File: src/rtl/rv_pkg.sv
// Shared RV32I pipeline definitions: ALU/branch/forward codes, EX/MEM payload
// and the multiply/divide state encoding.
package rv_pkg;

   localparam int unsigned XLEN_W   = 32;
   localparam int unsigned REG_W    = 5;
   localparam int unsigned MD_CNT_W = 5;

   typedef enum logic [3:0] {
      ALU_ADD   = 4'b0000, ALU_SUB  = 4'b0001, ALU_AND  = 4'b0010, ALU_OR   = 4'b0011,
      ALU_XOR   = 4'b0100, ALU_SLT  = 4'b0101, ALU_SLTU = 4'b0110, ALU_SLL  = 4'b0111,
      ALU_SRL   = 4'b1000, ALU_SRA  = 4'b1001, ALU_LUI  = 4'b1010, ALU_AUIPC = 4'b1011,
      ALU_JALR  = 4'b1100, ALU_MUL  = 4'b1101, ALU_DIV  = 4'b1110, ALU_REM  = 4'b1111
   } alu_op_e;

   typedef enum logic [2:0] {
      BR_EQ = 3'b000, BR_NE = 3'b001, BR_LT = 3'b100,
      BR_GE = 3'b101, BR_LTU = 3'b110, BR_GEU = 3'b111
   } br_op_e;

   typedef enum logic [1:0] {
      FWD_REG = 2'b00, FWD_WB = 2'b01, FWD_MEM = 2'b10
   } fwd_sel_e;

   typedef enum logic [1:0] {
      MD_IDLE = 2'b00, MD_RUN = 2'b01, MD_DONE = 2'b10
   } md_state_e;

   typedef struct packed {
      logic [XLEN_W-1:0] alu_result;
      logic [XLEN_W-1:0] write_data;
      logic [XLEN_W-1:0] pc_plus_4;
      logic [REG_W-1:0]  rd;
      logic              regwrite;
      logic              memwrite;
      logic [1:0]        result_src;
   } exmem_t;

   // Codes 1101..1111 are the multi-cycle multiply/divide group.
   function automatic logic is_muldiv(input logic [3:0] op);
      return op[3] & op[2] & (op[1] | op[0]);
   endfunction

endpackage

File: src/rtl/ex_stage_muldiv_iter.sv
// Iterative 32-step shift-add multiplier / restoring divider with signed fixup.
// Instantiated by ex_stage only when RV_MULDIV_EN is defined.
module muldiv_iter
   import rv_pkg::*;
(
   input  logic              clk,
   input  logic              reset,
   input  logic              i_start,
   input  logic [3:0]        i_op,
   input  logic [XLEN_W-1:0] i_a,
   input  logic [XLEN_W-1:0] i_b,
   output logic              o_busy_c,
   output logic              o_done_c,
   output logic [XLEN_W-1:0] o_result_c
);

   md_state_e             r_state, w_state_nxt;
   logic [MD_CNT_W-1:0]   r_cnt;
   logic                  r_is_mul, r_is_rem, r_neg_q, r_neg_r, r_b_zero;
   logic [XLEN_W-1:0]     r_a_orig, r_a, r_b, r_acc;
   logic                  w_load, w_step;
   logic [XLEN_W:0]       w_rem_sh, w_diff;
   logic [XLEN_W-1:0]     w_abs_a, w_abs_b, w_q, w_r;

   always_ff @(posedge clk or posedge reset) begin
      if (reset) r_state <= MD_IDLE;
      else       r_state <= w_state_nxt;
   end

   always_comb begin
      w_state_nxt = r_state;
      o_busy_c    = 1'b0;
      o_done_c    = 1'b0;
      w_load      = 1'b0;
      w_step      = 1'b0;
      case (r_state)
         MD_IDLE: if (i_start) begin
            o_busy_c    = 1'b1;
            w_load      = 1'b1;
            w_state_nxt = MD_RUN;
         end
         MD_RUN: begin
            o_busy_c = 1'b1;
            w_step   = 1'b1;
            if (r_cnt == '0) w_state_nxt = MD_DONE;
         end
         MD_DONE: begin
            o_done_c    = 1'b1;
            w_state_nxt = MD_IDLE;
         end
         default: w_state_nxt = MD_IDLE;
      endcase
      // An abandoned operation must release the pipeline while reset is held.
      if (reset) o_busy_c = 1'b0;
   end

   assign w_abs_a  = i_a[XLEN_W-1] ? -i_a : i_a;
   assign w_abs_b  = i_b[XLEN_W-1] ? -i_b : i_b;
   assign w_rem_sh = {r_acc, r_a[XLEN_W-1]};
   assign w_diff   = w_rem_sh - {1'b0, r_b};

   // Multiply: r_a multiplier, r_b shifted multiplicand, r_acc product.
   // Divide:   r_a dividend shifting into quotient, r_b divisor, r_acc remainder.
   always_ff @(posedge clk or posedge reset) begin
      if (reset) begin
         r_cnt    <= '0;
         r_is_mul <= 1'b0;
         r_is_rem <= 1'b0;
         r_neg_q  <= 1'b0;
         r_neg_r  <= 1'b0;
         r_b_zero <= 1'b0;
         r_a_orig <= '0;
         r_a      <= '0;
         r_b      <= '0;
         r_acc    <= '0;
      end else if (w_load) begin
         r_cnt    <= MD_CNT_W'(31);
         r_is_mul <= (i_op == ALU_MUL);
         r_is_rem <= (i_op == ALU_REM);
         r_neg_q  <= i_a[XLEN_W-1] ^ i_b[XLEN_W-1];
         r_neg_r  <= i_a[XLEN_W-1];
         r_b_zero <= (i_b == '0);
         r_a_orig <= i_a;
         r_a      <= (i_op == ALU_MUL) ? i_a : w_abs_a;
         r_b      <= (i_op == ALU_MUL) ? i_b : w_abs_b;
         r_acc    <= '0;
      end else if (w_step) begin
         r_cnt <= r_cnt - MD_CNT_W'(1);
         if (r_is_mul) begin
            if (r_a[0]) r_acc <= r_acc + r_b;
            r_b <= {r_b[XLEN_W-2:0], 1'b0};
            r_a <= {1'b0, r_a[XLEN_W-1:1]};
         end else if (!w_diff[XLEN_W]) begin
            r_acc <= w_diff[XLEN_W-1:0];
            r_a   <= {r_a[XLEN_W-2:0], 1'b1};
         end else begin
            r_acc <= w_rem_sh[XLEN_W-1:0];
            r_a   <= {r_a[XLEN_W-2:0], 1'b0};
         end
      end
   end

   assign w_q = r_neg_q ? -r_a   : r_a;
   assign w_r = r_neg_r ? -r_acc : r_acc;

   always_comb begin
      o_result_c = w_q;
      if (r_is_mul)      o_result_c = r_acc;
      else if (r_b_zero) o_result_c = r_is_rem ? r_a_orig : '1;
      else if (r_is_rem) o_result_c = w_r;
   end

endmodule

File: src/rtl/ex_stage.sv
// RV32I execute stage: forwarding, ALU, branch resolution and EX/MEM register.
// Define RV_MULDIV_EN to build in the iterative multiply/divide unit.
module ex_stage
   import rv_pkg::*;
#(
   parameter int unsigned XLEN = 32
) (
   input  logic              clk,
   input  logic              reset,
   input  logic [XLEN-1:0]   rs1_data_e,
   input  logic [XLEN-1:0]   rs2_data_e,
   input  logic [XLEN-1:0]   imm_e,
   input  logic [XLEN-1:0]   pc_e,
   input  logic [XLEN-1:0]   pc_plus_4_e,
   input  logic [4:0]        rd_e,
   input  logic              regwrite_e,
   input  logic              memwrite_e,
   input  logic              jump_e,
   input  logic              branch_e,
   input  logic              alu_src_e,
   input  logic [1:0]        result_src_e,
   input  logic [3:0]        alu_control_e,
   input  logic [2:0]        branch_control_e,
   input  logic [1:0]        forward_a_e,
   input  logic [1:0]        forward_b_e,
   input  logic [XLEN-1:0]   alu_result_fwd_m,
   input  logic [XLEN-1:0]   result_fwd_w,
   output logic              pc_src_e,
   output logic [XLEN-1:0]   pc_target_e,
   output logic              busy_e,
   output logic [XLEN-1:0]   alu_result_m,
   output logic [XLEN-1:0]   write_data_m,
   output logic [XLEN-1:0]   pc_plus_4_m,
   output logic [4:0]        rd_m,
   output logic              regwrite_m,
   output logic              memwrite_m,
   output logic [1:0]        result_src_m
);

   logic [XLEN-1:0] w_srca, w_wdata, w_srcb, w_alu_result;
   logic [XLEN-1:0] w_md_result;
   logic            w_md_busy, w_md_done, w_taken;
   exmem_t          w_exmem, r_exmem;

   always_comb begin
      case (forward_a_e)
         FWD_WB:  w_srca = result_fwd_w;
         FWD_MEM: w_srca = alu_result_fwd_m;
         default: w_srca = rs1_data_e;
      endcase
      case (forward_b_e)
         FWD_WB:  w_wdata = result_fwd_w;
         FWD_MEM: w_wdata = alu_result_fwd_m;
         default: w_wdata = rs2_data_e;
      endcase
   end

   assign w_srcb = alu_src_e ? imm_e : w_wdata;

`ifdef RV_MULDIV_EN
   muldiv_iter u_muldiv (
      .clk        (clk),
      .reset      (reset),
      .i_start    (is_muldiv(alu_control_e)),
      .i_op       (alu_control_e),
      .i_a        (w_srca),
      .i_b        (w_srcb),
      .o_busy_c   (w_md_busy),
      .o_done_c   (w_md_done),
      .o_result_c (w_md_result)
   );
`else
   assign w_md_busy   = 1'b0;
   assign w_md_done   = 1'b0;
   assign w_md_result = '0;
`endif

   assign busy_e = w_md_busy;

   always_comb begin
      w_alu_result = '0;
      case (alu_control_e)
         ALU_ADD:   w_alu_result = w_srca + w_srcb;
         ALU_SUB:   w_alu_result = w_srca - w_srcb;
         ALU_AND:   w_alu_result = w_srca & w_srcb;
         ALU_OR:    w_alu_result = w_srca | w_srcb;
         ALU_XOR:   w_alu_result = w_srca ^ w_srcb;
         ALU_SLT:   w_alu_result = XLEN'($signed(w_srca) < $signed(w_srcb));
         ALU_SLTU:  w_alu_result = XLEN'(w_srca < w_srcb);
         ALU_SLL:   w_alu_result = w_srca << w_srcb[4:0];
         ALU_SRL:   w_alu_result = w_srca >> w_srcb[4:0];
         ALU_SRA:   w_alu_result = XLEN'($signed(w_srca) >>> w_srcb[4:0]);
         ALU_LUI:   w_alu_result = w_srcb;
         ALU_AUIPC: w_alu_result = pc_e + imm_e;
         ALU_JALR:  w_alu_result = w_srca + w_srcb;
         ALU_MUL, ALU_DIV, ALU_REM:
                    w_alu_result = w_md_done ? w_md_result : '0;
         default:   w_alu_result = '0;
      endcase
   end

   always_comb begin
      case (branch_control_e)
         BR_EQ:   w_taken = (w_srca == w_wdata);
         BR_NE:   w_taken = (w_srca != w_wdata);
         BR_LT:   w_taken = ($signed(w_srca) <  $signed(w_wdata));
         BR_GE:   w_taken = ($signed(w_srca) >= $signed(w_wdata));
         BR_LTU:  w_taken = (w_srca <  w_wdata);
         BR_GEU:  w_taken = (w_srca >= w_wdata);
         default: w_taken = 1'b0;
      endcase
   end

   assign pc_src_e    = jump_e | (branch_e & w_taken);
   assign pc_target_e = (alu_control_e == ALU_JALR) ? ((w_srca + imm_e) & ~XLEN'(1))
                                                    : (pc_e + imm_e);

   // A running multi-cycle op is held in EX, so downstream sees bubbles until DONE.
   always_comb begin
      w_exmem = '0;
      if (!w_md_busy) begin
         w_exmem.alu_result = w_alu_result;
         w_exmem.write_data = w_wdata;
         w_exmem.pc_plus_4  = pc_plus_4_e;
         w_exmem.rd         = rd_e;
         w_exmem.regwrite   = regwrite_e;
         w_exmem.memwrite   = memwrite_e;
         w_exmem.result_src = result_src_e;
      end
   end

   always_ff @(posedge clk or posedge reset) begin
      if (reset) r_exmem <= '0;
      else       r_exmem <= w_exmem;
   end

   assign alu_result_m = r_exmem.alu_result;
   assign write_data_m = r_exmem.write_data;
   assign pc_plus_4_m  = r_exmem.pc_plus_4;
   assign rd_m         = r_exmem.rd;
   assign regwrite_m   = r_exmem.regwrite;
   assign memwrite_m   = r_exmem.memwrite;
   assign result_src_m = r_exmem.result_src;

endmodule

File: config.mk
export PLATFORM = sky130hd
export DESIGN_NAME = ex_stage
export DESIGN_NICKNAME = d
export VERILOG_FILES = /design/src/rtl/rv_pkg.sv /design/src/rtl/ex_stage_muldiv_iter.sv /design/src/rtl/ex_stage.sv
export SDC_FILE = /design/constraint.sdc
export NUM_CORES = 1
export LEC_CHECK = 0
export CORE_ASPECT_RATIO = 1.1
export CORE_UTILIZATION = 35
export CTS_BUF_LIST = sky130_fd_sc_hd__clkbuf_8 sky130_fd_sc_hd__clkbuf_16
export CTS_CLUSTER_SIZE = 20
export DETAILED_ROUTE_END_ITERATION = 10
export PLACE_DENSITY_LB_ADDON = 0.2
export SKIP_CTS_REPAIR_TIMING = 1
export SLEW_MARGIN = 20
export SYNTH_ARGS = -nofsm -noshare
export SYNTH_HDL_FRONTEND = slang
export SYNTH_SLANG_ARGS = --single-unit
File: constraint.sdc
create_clock -name clk -period 5.4 [get_ports clk]
set_input_delay 0.54 -clock clk [delete_from_list [all_inputs] [get_ports clk]]
set_output_delay 0.54 -clock clk [all_outputs]
set_load 0.01 [all_outputs]
==> summary.txt, run 1 <==
Detailed routing
  • Number of vias in the routed layout: 23,181
  • Via density per instance: between 6 and 7
  • Iter 0 DRT Violations: ~2,300
  • Total DRC errors in the routed layout: 0
  • Detailed Routing Iterations Pass 1: 7
  • Total wire length: ~100 mm
  • Number of antenna-violating nets in the routed design: 0
  • Detailed-route wire length per cell: between 20 and 30 microns

CTS
  • Clock-pin slew on the worst setup and hold paths: between 0.1 and 0.15 ns
  • TritonCTS Buffers: 9
  • CTS tree: built
  • CTS max path bufs: 2
  • Clock Tree Root: sky130_fd_sc_hd__clkbuf_16
  • CTS HTree Levels: 3
  • Clock sink count: 105

Logic synthesis
  • Library cell occupying the most area in the post-synthesis netlist: sky130_fd_sc_hd__dfrtp_1
  • Count of flip-flops with a built-in enable after synthesis: 0
  • Number of distinct library cell variants in the gate-level netlist after synthesis: 95
  • Cells taking the most area after synthesis: sky130_fd_sc_hd__dfrtp_1 15%, sky130_fd_sc_hd__ha_1 14%, sky130_fd_sc_hd__mux2i_1 7.7%, sky130_fd_sc_hd__a21oi_1 6.2%, sky130_fd_sc_hd__nand2_1 5.5%
  • Mean cell area of the mapped netlist: between 7 and 8 sq um
  • Yosys reg bits: 105
  • Count of mapped cells out of synthesis: around 2,500
  • Fraction of the yosys area taken by sequential cells: between 10 and 15%
  • Synthesized Nets: 2,914
  • Post-synth top area share: about 15%
  • Yosys warns: 0
  • Proportion of synthesized flip-flops having asynchronous set or reset: 100%
  • Top_reg_cell synth: sky130_fd_sc_hd__dfrtp_1
  • Cell area after technology mapping: between 15,000 and 20,000 sq um

Pwr
  • Int Pwr: ~3200 uW
  • Gate power share: 72.4%
  • Worst ir drop on vdd: 0.000152 V
  • Pwr/cell area: approximately 230 nW/um^2
  • Flop pwr share: about 15%
  • Fraction of power spent switching nets: 48.1%
  • Leakage power total: roughly 0.012 uW
  • Clock share of power: ~13%
  • Power dissipated by switching net loads: approximately 2900 uW

Critical path
  • Kind of end point of the critical path: output port
  • Max FO, Critical Path: 5
  • CP Class: in -> out
  • Required time at the worst-slack endpoint: around 4.9 ns
  • CP Launch Point: forward_a_e[1]
  • Crit path DAT: 4.80 ns
  • Startpoint type of the worst setup path: input pin
  • Critical Path End: pc_target_e[26]

STA
  • Setup TNS Final: 0 ns
  • Number of setup violations in the final report: 0
  • Number of failing hold endpoints at the final stage: 0
  • Unrepaired setup endpoints after global routing: true
  • Min Tclk post-route: roughly 5.3 ns
  • Transition time at the pin with the least slew margin: roughly 0.94 ns
  • Max Freq: 0.187 GHz
  • Final critical-path share of the clock period: a little over nine tenths
  • Count of pins over their slew limit: 0
  • Headroom to the max-slew limit: a little under two fifths

Die
  • Overall die height: approximately 240 microns
  • Die area: between 50,000 and 60,000 sq um
  • Placeable core region: roughly 50,000 sq um
  • Starting density of the core: a little over a third
  • Die boundary width: about 220 microns
  • I/O pin count: between 300 and 400
  • Placement Rows: 86

Layout
  • Area added between synthesis and finish: 45.5%
  • Post-route cell area: 26,100 sq um
  • Commonest cells after routing, fill and taps aside: 469 x sky130_fd_sc_hd__buf_4, 370 x sky130_fd_sc_hd__clkdlybuf4s50_1, 263 x sky130_fd_sc_hd__nand2_1
  • Number of nets in the layout: 3,624
  • Most frequent standard cell in the layout excluding fill and tap cells: sky130_fd_sc_hd__buf_4
  • Diodes inserted: 0
  • Non-filler instance count after layout: 3,842
  • Fraction of final layout cells sized beyond drive strength 1: around 19%

Global routing
  • GRT overflow: 0
  • Wire length of the first global-routing pass: between 100 and 150 mm
  • Vias in the first global route: between 20,000 and 25,000
  • Maximum number of pins on one net before global-route repair: 72
  • GRT Resource Usage Total: 37.5%
  • Number of antenna violations at the first check in global routing: 3

Place
  • Number of input and output port buffers inserted: between 300 and 400
  • Hpwl dp: about 82 mm
  • Global placer's final weighted congestion: around 1.1
  • Placed Cells: 3,825
  • Area of placed instances: roughly 26,000 sq um

Run status
  • Run status: finished, final reports clean

Min path
  • Startpoint of the worst hold path: rd_e[4]
  • Min-Delay Path Class: in -> reg
  • Min-Delay Path Depth: 1

Flow run
  • Maximum capacitance violations: 0
-- cell families (layout without fill, tap and decap cells) --
family	after synthesis	after routing	share of synthesized area [%]
AO/OA/AOI/OAI	934	934	34.4
AND/OR/NAND/NOR	687	687	17.2
buffers and inverters	310	1025	7.18
adder cells (fa/ha/maj)	198	198	14.0
multiplexers	162	162	9.20
flip-flops	105	105	14.6
XOR/XNOR	70	70	3.41
other	1	1	0.0209
-- per-stage QoR --
stage	hold slack (ns)	setup WS, ns	util (%)	total power [uW]
detailed placement	0.988	-0.480	50.8	5180
CTS	0.537	-0.516	51.5	5980
global placement	0.986	-0.382	50.8	5160
global route	0.543	-0.138	51.9	6410
floorplan	0.571	0.339	-	3100
finish	0.543	0.0601	51.9	6090
-- sequential cells by signal (all words and copies together), names as in the netlist --
register	cells
rd_m	5
write_data_m	32
alu_result_m	32
regwrite_m	1
memwrite_m	1
pc_plus_4_m	32
result_src_m	2
-- worst min-delay path by stage --
stage	endpoint	slack (ns)
5_1_grt	pc_plus_4_m[17]	0.54
3_5_place_dp	pc_plus_4_m[16]	0.99
6_report	rd_m[4]	0.54
4_1_cts	rd_m[4]	0.54
3_3_place_gp	rd_m[3]	0.99
2_1_floorplan	memwrite_m	0.57
-- power groups by stage --
stage	registers, uW	logic (uW)	clock network, uW
floorplan	988	2110	0
global placement	932	4230	0
detailed placement	932	4250	0
CTS	918	4280	782
global route	926	4680	808
finish	916	4410	762
-- layer usage --
metal  part of all wire (%)  global-route usage, %  wire length [microns]  vias up
met5                  0.027                      0                     27        -
met4                    6.1                   20.6                   6040        4
met3                    6.9                   5.07                   6890      247
met2                     45                   60.2                  45100     1170
met1                     42                   48.2                  41700    11230
li1                       -                      -                      -    10530
-- Yosys cell counts, types with 10 or more instances --
cell	instances
sky130_fd_sc_hd__a221o_1	10
sky130_fd_sc_hd__o221ai_1	18
sky130_fd_sc_hd__ha_1	194
sky130_fd_sc_hd__xnor2_1	36
sky130_fd_sc_hd__o211ai_1	45
sky130_fd_sc_hd__a21o_1	56
sky130_fd_sc_hd__nor3_1	42
sky130_fd_sc_hd__dfrtp_1	105
sky130_fd_sc_hd__xor2_1	34
sky130_fd_sc_hd__a31oi_1	22
sky130_fd_sc_hd__nor2b_1	17
sky130_fd_sc_hd__nand3_1	38
sky130_fd_sc_hd__o21ai_1	36
sky130_fd_sc_hd__nand2_1	263
sky130_fd_sc_hd__o31ai_1	14
sky130_fd_sc_hd__a221oi_1	36
sky130_fd_sc_hd__buf_2	30
sky130_fd_sc_hd__buf_1	18
sky130_fd_sc_hd__o21a_1	28
sky130_fd_sc_hd__mux2i_1	138
sky130_fd_sc_hd__nand2b_1	21
sky130_fd_sc_hd__a22oi_1	83
sky130_fd_sc_hd__and2_1	14
sky130_fd_sc_hd__o21ai_0	176
sky130_fd_sc_hd__or2_2	13
sky130_fd_sc_hd__o22ai_1	19
sky130_fd_sc_hd__mux2_2	24
sky130_fd_sc_hd__nor2_1	203
sky130_fd_sc_hd__inv_1	141
sky130_fd_sc_hd__a21oi_1	223
sky130_fd_sc_hd__nand4_1	18
sky130_fd_sc_hd__a211oi_1	41
sky130_fd_sc_hd__and3_1	18
sky130_fd_sc_hd__clkbuf_1	101
sky130_fd_sc_hd__o21bai_1	21
-- layout make-up --
| cell class | instances | area (sq um) |
|---|---|---|
| clock buffers | 9 | 225 |
| clock inverters | 7 | 98.8 |
| fillers | 4974 | 24200 |
| inverters | 147 | 557 |
| multi-input cells | 2052 | 14200 |
| flip-flops and latches | 105 | 2630 |
| well taps | 660 | 826 |
| repair buffers | 862 | 7540 |
-- critical path, cell delays in order --
cell and delay, ns:
sky130_fd_sc_hd__clkdlybuf4s50_1 0.52, sky130_fd_sc_hd__inv_1 0.06, sky130_fd_sc_hd__ha_1 0.21, sky130_fd_sc_hd__a22oi_2 0.20, sky130_fd_sc_hd__o21ai_1 0.10, sky130_fd_sc_hd__and2_1 0.18, sky130_fd_sc_hd__fa_1 0.41, sky130_fd_sc_hd__a21oi_1 0.20
sky130_fd_sc_hd__o21ai_0 0.17, sky130_fd_sc_hd__o31ai_1 0.24, sky130_fd_sc_hd__buf_4 0.21, sky130_fd_sc_hd__o22ai_4 0.10, sky130_fd_sc_hd__o41ai_2 0.36, sky130_fd_sc_hd__o21ai_1 0.12, sky130_fd_sc_hd__or2_2 0.29, sky130_fd_sc_hd__xor2_1 0.19
sky130_fd_sc_hd__nand2_1 0.08, sky130_fd_sc_hd__nand2_1 0.08, sky130_fd_sc_hd__clkdlybuf4s50_1 0.53
(Power assumes the default switching activity.)
==> run 2: changes to the inputs <==
--- a/config.mk
+++ b/config.mk
@@ -12,7 +12,6 @@
 export DETAILED_ROUTE_END_ITERATION = 10
 export PLACE_DENSITY_LB_ADDON = 0.2
 export SKIP_CTS_REPAIR_TIMING = 1
-export SLEW_MARGIN = 20
 export SYNTH_ARGS = -nofsm -noshare
 export SYNTH_HDL_FRONTEND = slang
 export SYNTH_SLANG_ARGS = --single-unit
==> constraint.sdc (replaced) <==
create_clock -name clk -period 5.4 [get_ports clk]
set_input_delay 0.54 -clock clk [delete_from_list [all_inputs] [get_ports clk]]
set_output_delay 0.54 -clock clk [all_outputs]
set_load 0.02 [all_outputs]
==> run 2 against run 1 <==
Net effect:
- via count decreased by 0.27%
- design area increased by 0.23%
- cell count increased by 0.57%
- hold slack got worse by 0.016 ns
- maximum frequency increased by 0.16%
- highest routed layer unchanged
==> summary.txt, run 2 (synthesis gave the netlist of run 1 again) <==
Pwr
  • Gate power share: 72.7% (+0.3 points)
  • Int Pwr: 3210 uW (+1.6%)
  • Worst ir drop on vdd: 0.000176 V (+16%)
  • Leakage power total: 0.0121 uW (+1.1%)
  • Fraction of power spent switching nets: 48.8% (+0.67 points)
  • Power dissipated by switching net loads: 3050 uW (+4.3%)
  • Clock share of power: 12.7% (+0.2 points)
  • Pwr/cell area: 239 nW/um^2 (+2.6%)
  • Flop pwr share: 14.6% (-0.5 points)
  • Design Power: 6260 uW (+2.9%)

Detailed routing
  • Detailed-route wire length per cell: 26.3 microns (+1.2%)
  • Iter 0 DRT Violations: 2,384 (+5.6%)
  • Number of antenna-violating nets in the routed design: 0 (unchanged)
  • Detailed Routing Iterations Pass 1: 8 (+1)
  • Wire length on met1: 41.9 mm (+0.32%)
  • Highest routed metal layer: met5
  • Via density per instance: 5.98 (-0.84%)
  • Total wire length: 102 mm (+1.8%)
  • Number of vias in the routed layout: 23,118 (-0.27%)
  • Total DRC errors in the routed layout: 0 (unchanged)
  • DR WL met2: 46.6 mm (+3.1%)
  • Wire length on met3: 7.62 mm (+11%)

Die
  • Die area: 52,200 sq um (unchanged)
  • I/O pin count: 388 (unchanged)
  • Overall die height: 240 microns (unchanged)
  • Die boundary width: 218 microns (unchanged)
  • Placement Rows: 86 (unchanged)
  • Placeable core region: 50,400 sq um (unchanged)
  • Starting density of the core: 35.7% (unchanged)

Layout
  • Most frequent standard cell in the layout excluding fill and tap cells: sky130_fd_sc_hd__buf_4
  • FF+latch area: 2630 sq um (unchanged)
  • Fraction of final layout cells sized beyond drive strength 1: 18.6% (+0.040 points)
  • Commonest cells after routing, fill and taps aside: 489 x sky130_fd_sc_hd__buf_4, 368 x sky130_fd_sc_hd__clkdlybuf4s50_1, 263 x sky130_fd_sc_hd__nand2_1
  • Post-route cell area: 26,200 sq um (+0.23%)
  • Number of nets in the layout: 3,644 (+0.55%)
  • Filler cells: 4,963 (-0.22%)
  • Area added between synthesis and finish: 45.8%
  • Area of combinational cells with multiple inputs: 14,100 sq um (-0.72%)

CTS
  • Clock Tree Root: sky130_fd_sc_hd__clkbuf_16
  • Clock-pin slew on the worst setup and hold paths: 0.12 ns (about the same)
  • TritonCTS Buffers: 9 (unchanged)
  • CTS tree: built
  • CTS max path bufs: 2 (unchanged)
  • Clock sink count: 105 (unchanged)
  • CTS HTree Levels: 3 (unchanged)

Critical path
  • Cell Chain, Critical Path: clkdlybuf4s50_1, inv_1, ha_1, buf_4, buf_4, a22oi_1, o21ai_1, ha_1, and4_1, nand3_1, or4_1, o22ai_4, o41ai_2, o21ai_1, o41ai_2, o21ai_1, xnor2_1, mux2i_1, dlymetal6s2s_1
  • Kind of end point of the critical path: output port
  • Largest stage delay on the critical path: 0.58 ns (+0.05 ns)
  • Crit path DAT: 4.79 ns (about the same)
  • Cell at the slowest stage of the critical path: sky130_fd_sc_hd__or4_1
  • Cell repeated most along the worst path: sky130_fd_sc_hd__o21ai_1
  • Startpoint type of the worst setup path: input pin
  • CP Class: in -> out
  • Required time at the worst-slack endpoint: 4.86 ns (about the same)
  • Max FO, Critical Path: 20 (+15)

Global routing
  • Wire length of the first global-routing pass: 147 mm (+1.3%)
  • Number of antenna violations at the first check in global routing: 2 (-1)
  • Vias in the first global route: 22,709 (-0.15%)
  • GRT overflow: 0 (unchanged)
  • Maximum number of pins on one net before global-route repair: 72 (unchanged)
  • GRT Resource Usage Total: 38.2% (+0.69 points)

STA
  • Number of setup violations in the final report: 0 (unchanged)
  • Max Freq: 0.188 GHz (+0.16%)
  • Worst setup margin: 0.0685 ns (+0.00844 ns)
  • Number of failing hold endpoints at the final stage: 0 (unchanged)
  • Headroom to the max-slew limit: 35.0% (-2.2 points)
  • Unrepaired setup endpoints after global routing: true
  • Setup TNS Final: 0 ns (unchanged)
  • Transition time at the pin with the least slew margin: 0.972 ns (+0.0332 ns)
  • Min Tclk post-route: 5.33 ns (-0.00844 ns)
  • Count of pins over their slew limit: 0 (unchanged)
  • Final critical-path share of the clock period: 98.7% (-0.16 points)

Place
  • Hpwl dp: 84.1 mm (+2.1%)
  • Placement Setup Slack: -0.462 ns (+0.0181 ns)
  • Area of placed instances: 25,800 sq um (+0.64%)
  • Global placer's final weighted congestion: 1.02 (-3.2%)
  • Number of input and output port buffers inserted: 386 (unchanged)

Flow run
  • Maximum capacitance violations: 0 (unchanged)

Min path
  • Min-Delay Path Class: in -> reg

Run status
  • Run status: finished, final reports clean
-- run 2: cell count changes in the layout (fill, tap and decap cells not counted), sizes merged --
cell	change
bufinv	+1
clkinv	-3
diode	+2
buf	+18
clkbuf	-1
clkdlybuf4s50	-2
inv	+2
dlymetal6s2s	+5
-- run 2: cell type report --
class                      count  area share [%]
timing repair buffer         882            29.4
antenna                        2          0.0191
inverter                     147            2.13
sequential                   105            10.0
clock inverter                 7           0.401
multi-input combinational   2052            54.0
tap                          660            3.15
clock buffer                   9           0.860
-- run 2: through the flow --
step | hold slack, ns | instances | utilization, %
after floorplan | 0.571 | 2467 | -
after global placement | 0.986 | 3846 | 51.1
after detailed placement | 0.988 | 3846 | 51.1
after CTS | 0.520 | 3862 | 51.8
after global routing | 0.522 | 3862 | 52.0
final | 0.528 | 3864 | 52.0
-- run 2: path summary, 6_finish.rpt --
path,depth (start not counted),slack (ns),startpoint,to
min,1,0.53,pc_plus_4_e[7],pc_plus_4_m[7]
max in group asynchronous,3,3.62,reset,rd_m[2]
max,19,0.07,forward_a_e[1],pc_target_e[30]
min in group asynchronous,2,0.66,reset,alu_result_m[1]
-- run 2: critical path: cells and delay by family --
kind,cells,cell delay [ns]
multiplexers,1,0.27
AND/OR/NAND/NOR,3,0.94
AO/OA/AOI/OAI,7,1.19
XOR/XNOR,1,0.08
buffers and inverters,5,1.21
adder cells (fa/ha/maj),2,0.55
-- run 2: per-layer routing --
metal  track usage [%]  vias to the layer above
met4              19.9                        2
met2              62.7                     1123
li1                  -                    10593
met5                 0                        -
met1              47.5                    11159
met3              6.54                      241
-- run 2: power by group through the flow --
stage	Clock, uW	Combinational (uW)	Sequential, uW
finish	793	4550	917
global route	836	4820	926
CTS	809	4460	918
detailed placement	0	4430	932
global placement	0	4420	932
floorplan	0	2150	1070
